[src/rtl/bp_cfg_broadcast.sv]
// -----------------------------------------------------------------------------
// bp_cfg_broadcast
//
// Runtime configuration broadcaster between the host config bus and the core
// array. The host programs a preset index (sel) and a core target mask, then
// issues a commit. The block walks every core slot in ascending order. For
// each masked core it delivers the preset index over a shared valid/ready
// link. Each freeze bit can optionally be released at delivery time.
//
// Ports
//   clk_i, reset_n_i   clock, asynchronous active-low reset
//   w_v_i / w_ready_o  host register write handshake (ready low while busy)
//   w_addr_i, w_data_i host register address / data
//   cfg_v_o / cfg_ready_i  config packet handshake
//   cfg_core_o, cfg_sel_o  packet payload: destination core, preset index
//   core_freeze_o      per-core freeze (reset: all frozen)
//   busy_o             broadcast in progress (SEND or DONE)
//   done_o             one-cycle completion pulse
//   err_o              sticky error, cleared by a write to 0x4
//
// Handshake: a transfer happens on a rising edge where valid and ready are
// both high. Once cfg_v_o rises, it and its payload stay stable until that
// transfer occurs.
//
// Register map: 0x0 sel, 0x1 mask, 0x2 commit (data[0] = unfreeze on
// delivery), 0x3 freeze_all (data[0] = 1 freezes all cores), 0x4 error clear.
// Any other address is accepted but sets err.
// -----------------------------------------------------------------------------
module bp_cfg_broadcast #(
   parameter int num_core_p    = 16,
   parameter int num_cfgs_p    = 10,
   parameter int lg_max_cfgs_p = 7,
   parameter int data_width_p  = 64,
   parameter int addr_width_p  = 4,
   localparam int core_w_lp    = (num_core_p > 1) ? $clog2(num_core_p) : 1
) (
   input  logic                     clk_i,
   input  logic                     reset_n_i,
   input  logic                     w_v_i,
   output logic                     w_ready_o,
   input  logic [addr_width_p-1:0]  w_addr_i,
   input  logic [data_width_p-1:0]  w_data_i,
   output logic                     cfg_v_o,
   input  logic                     cfg_ready_i,
   output logic [core_w_lp-1:0]     cfg_core_o,
   output logic [lg_max_cfgs_p-1:0] cfg_sel_o,
   output logic [num_core_p-1:0]    core_freeze_o,
   output logic                     busy_o,
   output logic                     done_o,
   output logic                     err_o
);

   typedef enum logic [1:0] {
      ST_IDLE = 2'd0,
      ST_SEND = 2'd1,
      ST_DONE = 2'd2
   } state_e;

   localparam logic [addr_width_p-1:0] addr_sel_lp    = addr_width_p'(0);
   localparam logic [addr_width_p-1:0] addr_mask_lp   = addr_width_p'(1);
   localparam logic [addr_width_p-1:0] addr_commit_lp = addr_width_p'(2);
   localparam logic [addr_width_p-1:0] addr_freeze_lp = addr_width_p'(3);
   localparam logic [addr_width_p-1:0] addr_errclr_lp = addr_width_p'(4);
   localparam logic [core_w_lp-1:0]    last_core_lp   = core_w_lp'(num_core_p - 1);

   state_e                   state_q, state_d;
   logic [lg_max_cfgs_p-1:0] sel_q, sel_d;
   logic [lg_max_cfgs_p-1:0] sel_snap_q, sel_snap_d;
   logic [num_core_p-1:0]    mask_q, mask_d;
   logic [num_core_p-1:0]    mask_snap_q, mask_snap_d;
   logic [num_core_p-1:0]    freeze_q, freeze_d;
   logic                     unfreeze_q, unfreeze_d;
   logic [core_w_lp-1:0]     ptr_q, ptr_d;
   logic                     err_q, err_d;

   logic wr_fire;
   logic sel_valid;
   logic cur_masked;
   logic advance;

   assign w_ready_o  = (state_q == ST_IDLE);
   assign wr_fire    = w_v_i & w_ready_o;
   // Index 0 is the reserved "invalid config"; indices at or above
   // num_cfgs_p are undefined presets.
   assign sel_valid  = (sel_q != '0) && (int'(sel_q) < num_cfgs_p);
   assign cur_masked = mask_snap_q[ptr_q];
   // Unmasked slots take one cycle each; masked slots wait for the handshake.
   assign advance    = !cur_masked || cfg_ready_i;

   always_comb begin
      state_d     = state_q;
      sel_d       = sel_q;
      sel_snap_d  = sel_snap_q;
      mask_d      = mask_q;
      mask_snap_d = mask_snap_q;
      freeze_d    = freeze_q;
      unfreeze_d  = unfreeze_q;
      ptr_d       = ptr_q;
      err_d       = err_q;

      case (state_q)
         ST_IDLE: begin
            if (wr_fire) begin
               case (w_addr_i)
                  addr_sel_lp:  sel_d  = w_data_i[lg_max_cfgs_p-1:0];
                  addr_mask_lp: mask_d = w_data_i[num_core_p-1:0];
                  addr_commit_lp: begin
                     if (sel_valid && (mask_q != '0)) begin
                        state_d     = ST_SEND;
                        sel_snap_d  = sel_q;
                        mask_snap_d = mask_q;
                        unfreeze_d  = w_data_i[0];
                        ptr_d       = '0;
                     end else begin
                        err_d = 1'b1;
                     end
                  end
                  addr_freeze_lp: begin
                     if (w_data_i[0]) freeze_d = '1;
                  end
                  addr_errclr_lp: err_d = 1'b0;
                  default:        err_d = 1'b1;
               endcase
            end
         end

         ST_SEND: begin
            if (cur_masked && cfg_ready_i && unfreeze_q) begin
               freeze_d[ptr_q] = 1'b0;
            end
            if (advance) begin
               if (ptr_q == last_core_lp) begin
                  state_d = ST_DONE;
               end else begin
                  ptr_d = ptr_q + core_w_lp'(1);
               end
            end
         end

         ST_DONE: state_d = ST_IDLE;

         default: state_d = ST_IDLE;
      endcase
   end

   always_ff @(posedge clk_i or negedge reset_n_i) begin
      if (!reset_n_i) begin
         state_q     <= ST_IDLE;
         sel_q       <= '0;
         sel_snap_q  <= '0;
         mask_q      <= '1;
         mask_snap_q <= '0;
         freeze_q    <= '1;
         unfreeze_q  <= 1'b0;
         ptr_q       <= '0;
         err_q       <= 1'b0;
      end else begin
         state_q     <= state_d;
         sel_q       <= sel_d;
         sel_snap_q  <= sel_snap_d;
         mask_q      <= mask_d;
         mask_snap_q <= mask_snap_d;
         freeze_q    <= freeze_d;
         unfreeze_q  <= unfreeze_d;
         ptr_q       <= ptr_d;
         err_q       <= err_d;
      end
   end

   // The payload reads as zero whenever no packet is offered.
   assign cfg_v_o       = (state_q == ST_SEND) && cur_masked;
   assign cfg_core_o    = cfg_v_o ? ptr_q : '0;
   assign cfg_sel_o     = cfg_v_o ? sel_snap_q : '0;
   assign core_freeze_o = freeze_q;
   assign busy_o        = (state_q != ST_IDLE);
   assign done_o        = (state_q == ST_DONE);
   assign err_o         = err_q;

endmodule
[config.mk]
export PLATFORM = sky130hd
export DESIGN_NAME = bp_cfg_broadcast
export DESIGN_NICKNAME = d
export VERILOG_FILES = /design/src/rtl/bp_cfg_broadcast.sv
export SDC_FILE = /design/constraint.sdc
export NUM_CORES = 1
export LEC_CHECK = 0
export CORE_MARGIN = 1
export CORE_UTILIZATION = 37
export CTS_BUF_LIST = sky130_fd_sc_hd__clkbuf_8
export DETAILED_ROUTE_END_ITERATION = 6
export PLACE_DENSITY = 0.73
export REMOVE_ABC_BUFFERS = 1
export SETUP_SLACK_MARGIN = 0.2
export SLEW_MARGIN = 20
export SYNTH_ARGS = -nofsm -noshare
export SYNTH_HDL_FRONTEND = slang
export SYNTH_SLANG_ARGS = --single-unit
export TNS_END_PERCENT = 1
[constraint.sdc]
create_clock -name clk_i -period 2.2 [get_ports clk_i]
set_clock_uncertainty 0.15 [all_clocks]
set_input_delay 0.44 -clock clk_i [delete_from_list [all_inputs] [get_ports clk_i]]
set_output_delay 0.44 -clock clk_i [all_outputs]
set_load 0.005 [all_outputs]
==> flow_summary_export.csv <==
group,metric,value,unit
finish,num-nets-final,435,
worst_setup_path,cp_slowest_cell,"dfrtp_2",
floorplanning,die-area,0.00946,mm^2
floorplanning,coreArea,0.00876,mm^2
synthesis,syn_area,0.00336,mm^2
placement,portBuffers,55,
grt,antenna_found_initial,0,
clock_tree,cts.sinks,70,
clock_tree,clkLatencyLatePin,340,ps
synthesis,syn_area_per_cell,12.9,um^2
sta,max_slew.worst_pin.slew,434,ps
floorplanning,initial_core_util,0.383,
min_path,hold_depth,1,
synthesis,ys_top_cells_by_area,"dfrtp_1 28%, dfstp_2 25%, mux2_2 11%, mux2_4 4.5%, nor2_1 2.7%",
worst_setup_path,path_cells,"buf_4, mux2i_2, a21boi_2, nand3_4, a21oi_4, buf_6, and2_4, buf_6",
sta,fmax,370,MHz
drt,drtIter0Drc,105,
clock_tree,cts_max_path_buffers,2,
clock_tree,cts_inserted_buffers,9,
worst_setup_path,end_kind,"output pin",
power_and_ir_drop,p_leak,2.21,nW
worst_setup_path,start_kind,"flip-flop",
synthesis,synth_edf_count,0,
placement,gp_congestion,0.828,
worst_setup_path,crit_top_cell,"buf_6",
sta,rsz0062_at_grt,"true",
run_status,status,"complete, but fails checks",
sta,max_slew_margin,0.710,
min_path,worstHoldStart,"sel_snap_q[6]",
synthesis,synth_top_area_cell,"dfrtp_1",
synthesis,async_flop_share,1.00,
drt,wire_per_inst,16.8,um
finish,num_antenna_cells,0,
synthesis,yosysUniqueCellTypes,50,
grt,grt_pass1_vias,2616,
synthesis,syn-instance-count,260,
worst_setup_path,cpPeakStageDelay,480,ps
finish,drive_above_1_share,0.536,
synthesis,synth_common_cells,"38 x dfrtp_1, 32 x dfstp_2, 32 x mux2_2",
grt,grt_use_total,0.177,
sta,period_minus_slack,2700,ps
floorplanning,die_w,97.3,um
worst_setup_path,timing.rr.end,"core_freeze_o[9]",
grt,overflow,0,
sta,setup_ws,-503,ps
floorplanning,rows,34,
sta,tns,-5320,ps
synthesis,ys_seq_area_frac,0.533,
synthesis,ys_warn_count,0,
worst_setup_path,cp_top_family,"flip-flops",
drt,vias,2453,
clock_tree,clockRootBuffer,"clkbuf_8",
synthesis,ys_ff_latch,70,
worst_setup_path,crit_required,1610,ps
min_path,hp-class,"reg -> reg",
grt,grt_max_degree,32,
sta,final.period_utilization,1.23,
sta,finalHoldViolCount,0,
worst_setup_path,r2r_slack,10,ps
clock_tree,clk_pin_slew,70,ps
worst_setup_path,rr_startpoint,"ptr_q[1]",
power_and_ir_drop,power,0.00526,W
drt,drc,0,
synthesis,yosysMostFrequentCell,"dfrtp_1",
synthesis,synthFlopType,"dfrtp_1",
power_and_ir_drop,ir_worst_vdd,0.000522,V
finish,area_delta_synth_final,42.6,%
worst_setup_path,worst-path-buf-inv,3,
worst_setup_path,cp_max_fo,7,
sta,slew_violations,0,
floorplanning,die_y,97.3,um
worst_setup_path,worstSetupPathType,"reg -> out",
clock_tree,htreeDepth,3,
run_status,violations,"setup timing",
worst_setup_path,reg2reg_depth,8,
synthesis,synth_top_cell_area_share,0.283,
drt,viasPerCell,5.20,
job,drv_cap,0,
clock_tree,cts_tree,"yes",
min_path,worstHoldEndpoint,"sel_snap_q[6]",
sta,setup_violations,12,
placement,dpl.hpwl,5130,um
drt,first_pass_iters,4,
power_and_ir_drop,powerDensity,1100,mW/mm^2
drt,wl,7930,um
floorplanning,ios,104,
grt,grt_pass1_wl,13300,um
drt,ant_nets,0,
worst_setup_path,arrival,2110,ps
sequential cells by signal, indices dropped and copies added (netlist names):
name and cells:
unfreeze_q 1, ptr_q 4, core_freeze_o 16, mask_snap_q 16
sel_snap_q 7, state_q 2, mask_q 16, sel_q 7
err_o 1
metal layers:
layer  GRT usage  wire length, um
met5           0                0
met4      0.0588              114
met1       0.221             3570
met3      0.0432              330
met2       0.302             3910
where the power goes:
| group | switching, W | total, W | internal (W) |
|---|---|---|---|
| logic | 0.000985 | 0.00229 | 0.00130 |
| registers | 0.000306 | 0.00211 | 0.00180 |
| clock network | 0.000474 | 0.000866 | 0.000393 |
| total | 0.00176 | 0.00526 | 0.00349 |
how the worst max path moves through the flow:
stage,endpoint,from,cells past startpoint
after CTS,cfg_sel_o[6],ptr_q[1],7
after global placement,cfg_core_o[3],ptr_q[3],6
final,cfg_core_o[3],ptr_q[1],8
after floorplan,cfg_core_o[3],ptr_q[1],5
after detailed placement,cfg_core_o[3],ptr_q[1],6
after global routing,cfg_sel_o[6],ptr_q[1],8
placed cells by master, fill, tap and decap left out, drive strengths merged, types with 2 or more instances in the layout:
| master | n |
|---|---|
| buf | 55 |
| mux2 | 44 |
| dfrtp | 38 |
| clkdlybuf4s50 | 36 |
| dfstp | 32 |
| nor2 | 24 |
| clkbuf | 13 |
| and2 | 12 |
| nand2 | 10 |
| a31oi | 9 |
| mux2i | 8 |
| a41oi | 7 |
| nand3 | 7 |
| inv | 6 |
| nor3b | 5 |
| nor3 | 5 |
| nor4 | 4 |
| clkinv | 4 |
| ha | 4 |
| a21oi | 4 |
| and3 | 4 |
| a31o | 3 |
| dlygate4sd2 | 3 |
| dlymetal6s2s | 3 |
| nand2b | 3 |
| nor2b | 2 |
| o32a | 2 |
| nand4 | 2 |
| nand4b | 2 |
through the flow:
step / hold slack [ps] / area [um^2] / worst slack [ps] / std cells / utilization
after detailed placement: 203 / 4230 / -547 / 444 / 0.483
after global placement: 206 / 4230 / -455 / 444 / 0.483
after floorplan: -5.59 / 3230 / -57.0 / 245 / -
after global routing: 370 / 4790 / -596 / 472 / 0.547
after CTS: 337 / 4700 / -477 / 470 / 0.536
final: 341 / 4790 / -503 / 472 / 0.547
cell families after synthesis:
kind of cell,synth area share
compound gates,0.0726
fa+ha+maj,0.0149
buf+inv,0.0425
flops,0.533
mux,0.189
simple gates,0.147
area by class of cell:
| class | count | area (um^2) |
|---|---|---|
| clock inverter | 7 | 35.0 |
| inverter | 4 | 15.0 |
| sequential | 70 | 1790 |
| tap | 108 | 135 |
| clock buffer | 9 | 124 |
| multi-input combinational | 172 | 1710 |
| timing repair buffer | 102 | 977 |
| fill | 726 | 3970 |
timing repair:
action	CTS	global route
hold endpoints to repair	9	0
buffers inserted	8	2
gates cloned	1	0
gates resized for setup	96	28
pin swaps	33	15
hold buffers	1	0
setup endpoints to repair	63	70
No activity file was read; power rests on OpenSTA's default activity.
